`config.mk`:
```
export PLATFORM = sky130hd
export DESIGN_NAME = core_fetch
export DESIGN_NICKNAME = d
export VERILOG_FILES = /design/src/rtl/core_fetch.sv
export SDC_FILE = /design/constraint.sdc
export NUM_CORES = 1
export LEC_CHECK = 0
export BUFFER_PORTS_ARGS = -buffer_cell sky130_fd_sc_hd__buf_2
export CAP_MARGIN = 15
export CORE_ASPECT_RATIO = 1.1
export CORE_MARGIN = 4
export CORE_UTILIZATION = 45
export DETAILED_ROUTE_END_ITERATION = 10
export PLACE_DENSITY = 0.67
export SKIP_LAST_GASP = 1
export SLEW_MARGIN = 20
export SYNTH_ARGS = -nofsm -noshare
export SYNTH_HDL_FRONTEND = slang
export SYNTH_SLANG_ARGS = --single-unit
```
`constraint.sdc`:
```
create_clock -name clk -period 4.61 [get_ports clk]
set_input_delay 0.461 -clock clk [delete_from_list [all_inputs] [get_ports clk]]
set_output_delay 0.461 -clock clk [all_outputs]
set_load 0.01 [all_outputs]
```
`src/rtl/core_fetch.sv`:
```
// Instruction fetch front end: credit-limited halfword requests, in-order prefetch FIFO, flush squashing.
// Optional FETCH_BYPASS_EN: a response arriving while the FIFO is empty and decode is ready goes straight to insn.
module core_fetch #(
  parameter int                ADDR_W   = 31,
  parameter int                DEPTH    = 4,
  parameter logic [ADDR_W-1:0] RESET_PC = '0
) (
  input  logic              clk,
  input  logic              rst,
  input  logic              stall,
  input  logic              flush,
  input  logic [ADDR_W-1:0] flush_target,
  output logic              fetch_valid,
  output logic [ADDR_W-1:0] fetch_addr,
  input  logic              fetch_ready,
  input  logic              fetch_rvalid,
  input  logic [15:0]       fetch_rdata,
  output logic [15:0]       insn,
  output logic [ADDR_W-1:0] insn_pc
);

  localparam int PW = $clog2(DEPTH);
  localparam int CW = PW + 1;
  localparam logic [CW:0] DEPTH_C = DEPTH[CW:0];

  logic [CW-1:0]     wr_ptr_q, wr_ptr_d, rd_ptr_q, rd_ptr_d;
  logic [CW-1:0]     outst_q, outst_d, squash_q, squash_d;
  logic [ADDR_W-1:0] fetch_pc_q, fetch_pc_d, rsp_pc_q, rsp_pc_d;
  logic              boot_q;

  logic [15:0]       fifo_data_q [DEPTH];
  logic [ADDR_W-1:0] fifo_pc_q   [DEPTH];

  logic [CW-1:0] occ;
  logic [CW:0]   in_use;
  logic          empty, rsp_live, rsp_drop, bypass_take, push, pop, accept;

  assign occ      = wr_ptr_q - rd_ptr_q;
  assign empty    = (occ == '0);
  assign in_use   = {1'b0, occ} + {1'b0, outst_q};
  assign rsp_live = fetch_rvalid && (squash_q == '0);
  assign rsp_drop = fetch_rvalid && (squash_q != '0);

  // boot_q holds off the first request for one cycle after reset
  assign fetch_valid = !flush && !boot_q && (in_use < DEPTH_C);
  assign fetch_addr  = fetch_pc_q;
  assign accept      = fetch_valid && fetch_ready;

`ifdef FETCH_BYPASS_EN
  assign bypass_take = empty && !stall && !flush && rsp_live;
`else
  assign bypass_take = 1'b0;
`endif

  assign push = rsp_live && !flush && !bypass_take;
  assign pop  = !stall && !flush && !empty;

  always_comb begin
    insn    = 16'h0000;
    insn_pc = '0;
    if (bypass_take) begin
      insn    = fetch_rdata;
      insn_pc = rsp_pc_q;
    end else if (!empty) begin
      insn    = fifo_data_q[rd_ptr_q[PW-1:0]];
      insn_pc = fifo_pc_q[rd_ptr_q[PW-1:0]];
    end
  end

  always_comb begin
    fetch_pc_d = fetch_pc_q + ADDR_W'(accept);
    rsp_pc_d   = rsp_pc_q + ADDR_W'(rsp_live);
    outst_d    = outst_q + CW'(accept) - CW'(rsp_live);
    squash_d   = squash_q - CW'(rsp_drop);
    wr_ptr_d   = wr_ptr_q + CW'(push);
    rd_ptr_d   = rd_ptr_q + CW'(pop);
    if (flush) begin
      // whatever response lands this cycle is one of the in-flight ones and is dropped here
      fetch_pc_d = flush_target;
      rsp_pc_d   = flush_target;
      squash_d   = squash_q + outst_q - CW'(fetch_rvalid);
      outst_d    = '0;
      wr_ptr_d   = wr_ptr_q;
      rd_ptr_d   = wr_ptr_q;
    end
  end

  always_ff @(posedge clk) begin
    if (rst) begin
      fetch_pc_q <= RESET_PC;
      rsp_pc_q   <= RESET_PC;
      outst_q    <= '0;
      squash_q   <= '0;
      wr_ptr_q   <= '0;
      rd_ptr_q   <= '0;
      boot_q     <= 1'b1;
    end else begin
      fetch_pc_q <= fetch_pc_d;
      rsp_pc_q   <= rsp_pc_d;
      outst_q    <= outst_d;
      squash_q   <= squash_d;
      wr_ptr_q   <= wr_ptr_d;
      rd_ptr_q   <= rd_ptr_d;
      boot_q     <= 1'b0;
    end
  end

  always_ff @(posedge clk) begin
    if (push && !rst) begin
      fifo_data_q[wr_ptr_q[PW-1:0]] <= fetch_rdata;
      fifo_pc_q[wr_ptr_q[PW-1:0]]   <= rsp_pc_q;
    end
  end

endmodule

```
## Yosys cells after proc, flatten, opt, wreduce, memory -nomap -nowiden

Memory sizes are Yosys's and may differ from the RTL's. A register that Yosys moved wholly into a read port is not among the register bits.
Cells that the tools add are included.

| word-level totals | value |
|---|---|
| RAM bits | 188 |
| register bits after elaboration | 75 |
| output and inout port bits | 79 |
| memories kept | 2 |

Memories:

| name | depth | bits a word | read ports | clocked after memory_dff | wr ports | RTL line | source |
|---|---|---|---|---|---|---|---|
| fifo_pc_q | 4 | 31 | 1 | 1 | 1 | 32 | `logic [ADDR_W-1:0] fifo_pc_q [DEPTH];` |
| fifo_data_q | 4 | 16 | 1 | 1 | 1 | 31 | `logic [15:0] fifo_data_q [DEPTH];` |

| operators by class | value |
|---|---|
| magnitude comparators | 1 |
| reduce and logical (&&, ||, !) cells | 18 |
| multiplexer cells | 11 |
| add/subtract/negate cells | 11 |

Operators with widths:

| operator | count |
|---|---|
| $mux 31 | 3 |
| $add 31x1->31 | 2 |
| $mux 16 | 1 |
| $add 3x1->3 | 3 |
| $logic_and 1x1->1 | 9 |
| $sub 3x1->3 | 3 |
| $logic_not 3->1 | 2 |
| $mux 3 | 2 |
| $logic_not 1->1 | 5 |
| $add 3x3->4 | 1 |
| $lt 4x3->1 const B | 1 |
| $mux 2 | 2 |
| $add 3x3->3 | 1 |
| $mux 1 | 3 |
| $reduce_bool 3->1 | 1 |
| $sub 3x3->3 | 1 |
| $reduce_or 2->1 | 1 |

## Longest topological paths before layout

Gate-level depths: netlist (run 1).

| logic depth | value |
|---|---|
| depth after elaboration | 7 |
| depth in mapped cells | 17 |

## Worst setup path after synthesis (run 1)

Ideal clock, no wire load.

| path | value |
|---|---|
| path kind | input to register |
| start point | in flush |
| end point | mem fifo_data_q[2][0], enable pin |
| slack | -432 ps |
| library setup time | 510 ps |
| required time | 4,100 ps |
| cell stages on the path | 6 |
| data arrival time | 4,532 ps |
| buffers on the path | 3 |
| cell sequence | clkbuf_1 > clkbuf_1 > clkbuf_1 > nor2_1 > nand3_1 > nor3_1 |

| between the ends | value |
|---|---|
| cells in the longest elaborated chain, start to end | 5 |

RTL lines:

| item | RTL line | source |
|---|---|---|
| from (decl) | 11 | `input logic flush,` |
| $logic_not 1->1 | 55 | `assign push = rsp_live && !flush && !bypass_take;` |
| $logic_and 1x1->1 | 55 |  |
| $logic_and 1x1->1 | 109 | `if (push && !rst) begin` |
| $mux 1 | 109 |  |
| $mux 1 (not written as such) | 110 | `fifo_data_q[wr_ptr_q[PW-1:0]] <= fetch_rdata;` |
| to (decl) | 31 |  |

No other way between the ends.

## Final worst setup path (run 1)

| path | value |
|---|---|
| start point | reg wr_ptr_q[0] |
| end point | reg fetch_pc_q[19], in the netlist fetch_addr[19] |

| between the ends | value |
|---|---|
| cells in the longest elaborated chain, start to end | 7 |

RTL lines:

| item | RTL line | source |
|---|---|---|
| from (decl) | 26 | `logic [CW-1:0] wr_ptr_q, wr_ptr_d, rd_ptr_q, rd_ptr_d;` |
| from (signal assigned) | 102 | `wr_ptr_q <= wr_ptr_d;` |
| $sub 3x3->3 | 38 | `assign occ = wr_ptr_q - rd_ptr_q;` |
| $add 3x3->4 | 40 | `assign in_use = {1'b0, occ} + {1'b0, outst_q};` |
| $lt 4x3->1 | 45 | `assign fetch_valid = !flush && !boot_q && (in_use < DEPTH_C);` |
| $logic_and 1x1->1 | 45 |  |
| $logic_and 1x1->1 | 47 | `assign accept = fetch_valid && fetch_ready;` |
| $add 31x1->31 | 71 | `fetch_pc_d = fetch_pc_q + ADDR_W'(accept);` |
| $mux 31 | 77 | `if (flush) begin` |
| to (signal assigned) | 98 | `fetch_pc_q <= fetch_pc_d;` |
| to (decl) | 28 | `logic [ADDR_W-1:0] fetch_pc_q, fetch_pc_d, rsp_pc_q, rsp_pc_d;` |

No other way between the ends.
A chain may end at the register's enable or synchronous reset.

==> metrics.yaml, run 1 <==
run_status: "finished clean"
antenna_violations_before_repair: 0
worstMarginPinSlew_ns: 0.962
core_area_um2: 25300
power.density_cell_area_nw_per_um2: 394
worstHoldEndpoint: "fifo_data_q[0][15]$_DFFE_PP_"
synthesis.area_um2: 11500
yosys_warnings: 0
tritoncts_num_sinks: 263
setup.worst_path.class: "reg2reg"
cts_tree: "done"
synth.net_count: 909
drt-wirelength-per-cell_um: 18.4
first_global_vias: 7144
worst_hold_path_type: "in2reg"
timing.final.hold_violations: 0
post_synth_num_cell_types: 51
clock_path_buffers: 3
cts_root_buf: "sky130_fd_sc_hd__clkbuf_16"
dpl.hpwl_um: 15500
sequential_cell_area_um2: 7150
synth.yosys.seq_area_share_pct: 62.1
post_cts.repair.setup_buffers: 0
finalHoldWorstSlack_ns: 0.167
skew_ns: 0.0134
number_of_enable_type_register_cells_in_the_synthesized_netlist: 188
ff2ff_path_depth: 15
grt_start_max_net_pins: 50
start_kind: "flip-flop"
cp.required_ns: 5.03
final_layout_size_suffix_gt1_share_pct: 25.3
clk_latency_ns: 0.51
cap_viol_max_count: 0
grt.total_usage_pct: 17.0
postSynthRegisterBits: 263
final_core_utilization_pct: 52.9
floorplan.die_area_um2: 28200
fp.dieH_um: 176
worst_ep_arrival_time_ns: 4.78
max-slew-margin-rel_pct: 35.9
grt_first_pass_wirelength_um: 39000
place.detailed.instances: 1279
io_pins: 132
finalNonFillerCells: 1328
report.final.setup_viol: 0
flow.area_growth_from_synthesis_pct: 16.0
initialDrtViolationCount: 442
wl_um: 24400
io_buffers: 131
rsz_0062_raised_after_global_routing: "false"
worst_ir_drop_vdd_mv: 0.225
clk_pin_slew_worst_paths_ns: 0.06
synth-main-ff-cell: "sky130_fd_sc_hd__edfxtp_1"
async_reset_ff_share_pct: 0
globalRoute.totalOverflow: 0
finalCriticalPeriod_ns: 4.36
die_width_um: 160
critPathCaptureType: "flip-flop"
yosys-top-cells-count: "sky130_fd_sc_hd__edfxtp_1, sky130_fd_sc_hd__dfxtp_1, sky130_fd_sc_hd__mux4_2"
route.antenna.remaining_nets: 0
detail_route.drc_violations: 0
synth_cells: 835
cellLeakagePower_nw: 4.74
design.final.nets: 1036
ys_top_cells_by_area: "sky130_fd_sc_hd__edfxtp_1, sky130_fd_sc_hd__dfxtp_1, sky130_fd_sc_hd__mux4_2, sky130_fd_sc_hd__nor2b_1, sky130_fd_sc_hd__ha_1"
worst_hold_path.num_cells: 1
htreeDepth: 1
fin_crit_share_pct: 94.6
globalplace.congestion: 0.808
initial_core_util_pct: 45.6
path_max_fanout: 10
netlist.area_leader.share_pct: 49.0
slew_violations: 0
fmax_mhz: 229
most_instantiated_library_cell_after_synthesis: "sky130_fd_sc_hd__edfxtp_1"
critical_path.reg2reg.endpoint: "fetch_addr[19]$_SDFF_PP0_"
r2r_setup_slack_ns: 0.25
drt_first_pass_iters: 7
fillers: 2121
tritoncts.num_buffers: 27
synthesis.area_per_instance_um2: 13.8
holdCritStartpoint: "fetch_rdata[15]"
multiInputGateArea_um2: 4080
vias: 7313
avgViaCountPerCell: 5.51
antennaDiodeCount: 0
yosysTopAreaCell: "sky130_fd_sc_hd__edfxtp_1"
timing.rr.start: "wr_ptr_q[0]$_SDFFE_PP0N_"
floorplan.rows: 61
==> through the flow <==
stage          cell area [um2]  TNS, ns  power [mW]  setup WS (ns)
6_report                 13400        0        5.26          0.248
3_5_place_dp             12500        0        3.35          0.164
5_1_grt                  13400        0        5.50         0.0204
2_1_floorplan            11500   -81.19        3.12         -0.432
4_1_cts                  13400        0        5.33          0.141
3_3_place_gp             12500        0        3.33          0.316
==> final cells by class <==
type | instances | area share (%)
inverter | 34 | 0.956
timing repair buffer | 144 | 5.64
clock buffer | 40 | 5.75
clock inverter | 9 | 0.328
tap | 346 | 3.24
sequential | 263 | 53.6
multi-input combinational | 492 | 30.5
==> state kept, by name, indices dropped and copies added, names as in the netlist <==
| signal | flops |
|---|---|
| boot_q | 1 |
| fetch_addr | 31 |
| fifo_data_q | 64 |
| fifo_pc_q | 124 |
| outst_q | 3 |
| rd_ptr_q | 3 |
| rsp_pc_q | 31 |
| squash_q | 3 |
| wr_ptr_q | 3 |
==> report_power, final <==
group	internal, mW	switching, mW	leakage (nW)
combinational	0.261	0.313	2.00
sequential	2.62	0.0910	2.34
clock	1.15	0.827	0.402
total	4.03	1.23	4.74
==> cell families after synthesis <==
kind of cell | Yosys count | share of synthesized area [%]
buffers and inverters | 80 | 2.79
AND/OR/NAND/NOR | 270 | 13.5
flip-flops | 263 | 62.1
adder cells (fa/ha/maj) | 21 | 2.48
multiplexers | 47 | 9.20
AO/OA/AOI/OAI | 126 | 7.72
XOR/XNOR | 28 | 2.26
==> layout by cell type, fill, tap and decap left out, types with 9 or more instances in the layout <==
| master | instances |
|---|---|
| sky130_fd_sc_hd__a211oi_1 | 16 |
| sky130_fd_sc_hd__a21boi_0 | 19 |
| sky130_fd_sc_hd__a21oi_1 | 28 |
| sky130_fd_sc_hd__a311oi_1 | 12 |
| sky130_fd_sc_hd__a31oi_1 | 9 |
| sky130_fd_sc_hd__and2_1 | 12 |
| sky130_fd_sc_hd__and2b_1 | 9 |
| sky130_fd_sc_hd__and3_1 | 14 |
| sky130_fd_sc_hd__and4_1 | 15 |
| sky130_fd_sc_hd__buf_2 | 131 |
| sky130_fd_sc_hd__buf_4 | 13 |
| sky130_fd_sc_hd__clkbuf_16 | 28 |
| sky130_fd_sc_hd__dfxtp_1 | 73 |
| sky130_fd_sc_hd__edfxtp_1 | 188 |
| sky130_fd_sc_hd__ha_1 | 18 |
| sky130_fd_sc_hd__inv_1 | 33 |
| sky130_fd_sc_hd__mux4_2 | 47 |
| sky130_fd_sc_hd__nand2_1 | 40 |
| sky130_fd_sc_hd__nand3_1 | 17 |
| sky130_fd_sc_hd__nand4_1 | 23 |
| sky130_fd_sc_hd__nor2_1 | 26 |
| sky130_fd_sc_hd__nor2b_1 | 46 |
| sky130_fd_sc_hd__nor3_1 | 21 |
| sky130_fd_sc_hd__nor4_1 | 16 |
| sky130_fd_sc_hd__o21bai_1 | 10 |
| sky130_fd_sc_hd__xnor2_1 | 12 |
| sky130_fd_sc_hd__xor2_1 | 15 |
==> worst max-delay path, stage by stage (launching register included) <==
cell                       delay, ns
sky130_fd_sc_hd__dfxtp_1        0.35
sky130_fd_sc_hd__inv_1          0.14
sky130_fd_sc_hd__ha_1           0.17
sky130_fd_sc_hd__inv_1          0.05
sky130_fd_sc_hd__fa_1           0.37
sky130_fd_sc_hd__xor2_1         0.18
sky130_fd_sc_hd__xnor2_1        0.23
sky130_fd_sc_hd__ha_1           0.27
sky130_fd_sc_hd__or4_1          0.43
sky130_fd_sc_hd__nor3_2         0.24
sky130_fd_sc_hd__and2_1         0.18
sky130_fd_sc_hd__ha_1           0.21
sky130_fd_sc_hd__and4_1         0.30
sky130_fd_sc_hd__nand4_1        0.38
sky130_fd_sc_hd__or4_1          0.53
sky130_fd_sc_hd__a311oi_1       0.24
==> routing by layer <==
| layer | track usage [%] | wire length (um) | up-vias |
|---|---|---|---|
| met1 | 25.1 | 11400 | 3576 |
| met3 | 2.53 | 1390 | 29 |
| li1 | - | - | 3479 |
| met4 | 3.51 | 324 | 0 |
| met5 | 0 | 0 | - |
| met2 | 26.9 | 11300 | 229 |
==> worst max path at each step <==
stage / slack [ns] / end / startpoint / cells after the start
floorplan: -0.43 / fifo_data_q[2][0]$_DFFE_PP_ / flush / 6
global placement: 0.32 / fetch_addr[26]$_SDFF_PP0_ / wr_ptr_q[0]$_SDFFE_PP0N_ / 16
detailed placement: 0.16 / fetch_addr[26]$_SDFF_PP0_ / wr_ptr_q[0]$_SDFFE_PP0N_ / 16
CTS: 0.14 / fetch_addr[26]$_SDFF_PP0_ / wr_ptr_q[0]$_SDFFE_PP0N_ / 16
global route: 0.02 / fetch_addr[19]$_SDFF_PP0_ / wr_ptr_q[0]$_SDFFE_PP0N_ / 15
finish: 0.25 / fetch_addr[19]$_SDFF_PP0_ / wr_ptr_q[0]$_SDFFE_PP0N_ / 15
==> what timing repair did <==
action                                  in CTS  in global routing
endpoints found under the setup margin       0                  2
hold buffers                                 0                  0
resized for setup                            0                  1
Note: power is estimated with default switching activity, not from simulation.
==> run 2: changes to the inputs <==
--- a/config.mk
+++ b/config.mk
@@ -11,7 +11,7 @@
 export CORE_MARGIN = 4
 export CORE_UTILIZATION = 45
 export DETAILED_ROUTE_END_ITERATION = 10
-export PLACE_DENSITY = 0.67
+export PLACE_DENSITY = 0.74
 export SKIP_LAST_GASP = 1
 export SLEW_MARGIN = 20
 export SYNTH_ARGS = -nofsm -noshare
==> metrics.yaml, run 2 (synthesis gave the netlist of run 1 again) <==
initial_core_util_pct: 45.6
first_global_vias: 7214
setup.worst_path.class: "reg2reg"
layout_common_cells: "sky130_fd_sc_hd__edfxtp_1, sky130_fd_sc_hd__buf_2, sky130_fd_sc_hd__dfxtp_1, sky130_fd_sc_hd__mux4_2, sky130_fd_sc_hd__nor2b_1"
layout_commonest_cell: "sky130_fd_sc_hd__edfxtp_1"
fmax_mhz: 227
largest_reg_flops: 124
drt_first_pass_iters: 6
critPathCaptureType: "flip-flop"
worstMarginPinSlew_ns: 0.951
run_status: "finished clean"
detail_route.drc_violations: 0
dpl.hpwl_um: 15800
flow.area_growth_from_synthesis_pct: 17.9
finalNonFillerCells: 1330
start_kind: "flip-flop"
antennaDiodeCount: 0
final_layout_size_suffix_gt1_share_pct: 25.9
clk_latency_ns: 0.53
io_buffers: 131
route.antenna.remaining_nets: 0
vias: 7404
worst_ep_arrival_time_ns: 4.82
floorplan.rows: 61
htreeDepth: 1
clk_pin_slew_worst_paths_ns: 0.06
fin_crit_share_pct: 95.5
finalCriticalPeriod_ns: 4.40
fp.dieH_um: 176
slew_violations: 0
cp.required_ns: 5.02
globalRoute.totalOverflow: 0
floorplan.die_area_um2: 28200
cellLeakagePower_nw: 4.83
max-slew-margin-rel_pct: 36.6
avgViaCountPerCell: 5.57
grt_start_max_net_pins: 64
grt_first_pass_wirelength_um: 39500
globalplace.congestion: 0.813
power.density_cell_area_nw_per_um2: 421
antenna_violations_before_repair: 0
skew_ns: 0.00853
place.detailed.instances: 1280
grt.total_usage_pct: 17.4
total_power_mw: 5.71
worst_hold_path_type: "in2reg"
die_width_um: 160
initialDrtViolationCount: 537
worst_ir_drop_vdd_mv: 0.233
report.final.setup_viol: 0
path_max_fanout: 7
dp_worst_setup_slack_ns: 0.206
finalHoldWorstSlack_ns: 0.151
tritoncts.num_buffers: 27
cts_tree: "done"
design.final.nets: 1038
core_area_um2: 25300
io_pins: 132
wl_um: 24900
cts_root_buf: "sky130_fd_sc_hd__clkbuf_16"
cap_viol_max_count: 0
timing.final.hold_violations: 0
finalWorstSetupSlack_ns: 0.207
tritoncts_num_sinks: 263
clock_path_buffers: 3
hold_buffers: 0
drt-wirelength-per-cell_um: 18.7
run 2: cell count changes in the layout (fill, tap and decap cells not counted), moves of 2 or more:
cell / delta
sky130_fd_sc_hd__clkinv_2: -4
sky130_fd_sc_hd__buf_4: +2
sky130_fd_sc_hd__clkbuf_1: -6
sky130_fd_sc_hd__bufinv_16: +7
sky130_fd_sc_hd__clkbuf_8: +4
sky130_fd_sc_hd__clkbuf_2: -2
run 2: per-layer routing:
| layer | global-route usage [%] | routed length (um) | vias up |
|---|---|---|---|
| li1 | - | - | 3488 |
| met1 | 25.3 | 11100 | 3588 |
| met2 | 27.4 | 11500 | 286 |
| met3 | 3.05 | 1840 | 42 |
| met4 | 4.45 | 472 | 0 |
| met5 | 0 | 0 | - |
run 2: where the power goes:
part / switching, mW / internal [mW] / leakage (nW)
Sequential: 0.0903 / 2.62 / 2.34
Clock: 0.873 / 1.55 / 0.488
Combinational: 0.314 / 0.261 / 2.01
run 2: cell type report:
type | instances | area [um2]
clock buffer | 35 | 766
tap | 346 | 433
sequential | 263 | 7150
clock inverter | 14 | 243
timing repair buffer | 146 | 768
multi-input combinational | 492 | 4080
fill | 2052 | 11700
inverter | 34 | 128
run 2: final timing paths:
path	from	end	slack, ns	cells after the start
worst max-delay path	wr_ptr_q[0]$_SDFFE_PP0N_	fetch_addr[24]$_SDFF_PP0_	0.21	17
worst max register to register	wr_ptr_q[0]$_SDFFE_PP0N_	fetch_addr[24]$_SDFF_PP0_	0.21	17
worst min-delay path	fetch_rdata[11]	fifo_data_q[3][11]$_DFFE_PP_	0.15	1
worst min register to register	wr_ptr_q[2]$_SDFFE_PP0N_	rd_ptr_q[2]$_SDFF_PP0_	0.52	2
run 2: through the flow:
stage               cell area (um2)  utilization (%)  TNS, ns
floorplan                     11500                -   -81.19
global placement              12500             49.7        0
detailed placement            12500             49.7        0
CTS                           13600             53.7        0
global route                  13600             53.7  -0.0213
finish                        13600             53.7        0
run 2: critical path, stage by stage (launching register included):
cell                      delay [ns]
sky130_fd_sc_hd__dfxtp_1        0.36
sky130_fd_sc_hd__inv_1          0.14
sky130_fd_sc_hd__ha_1           0.17
sky130_fd_sc_hd__inv_1          0.05
sky130_fd_sc_hd__fa_1           0.37
sky130_fd_sc_hd__xor2_1         0.18
sky130_fd_sc_hd__xnor2_1        0.27
sky130_fd_sc_hd__ha_1           0.28
sky130_fd_sc_hd__or4_1          0.43
sky130_fd_sc_hd__nor3_2         0.21
sky130_fd_sc_hd__and2_1         0.19
sky130_fd_sc_hd__ha_1           0.23
sky130_fd_sc_hd__ha_1           0.20
sky130_fd_sc_hd__nand3_1        0.13
sky130_fd_sc_hd__buf_4          0.19
sky130_fd_sc_hd__or4_2          0.59
sky130_fd_sc_hd__nor3_1         0.24
sky130_fd_sc_hd__nor3_1         0.08
run 2: what timing repair did:
item	CTS	global route
buffers inserted	0	1
endpoints found under the setup margin	0	6
resized for setup	0	2
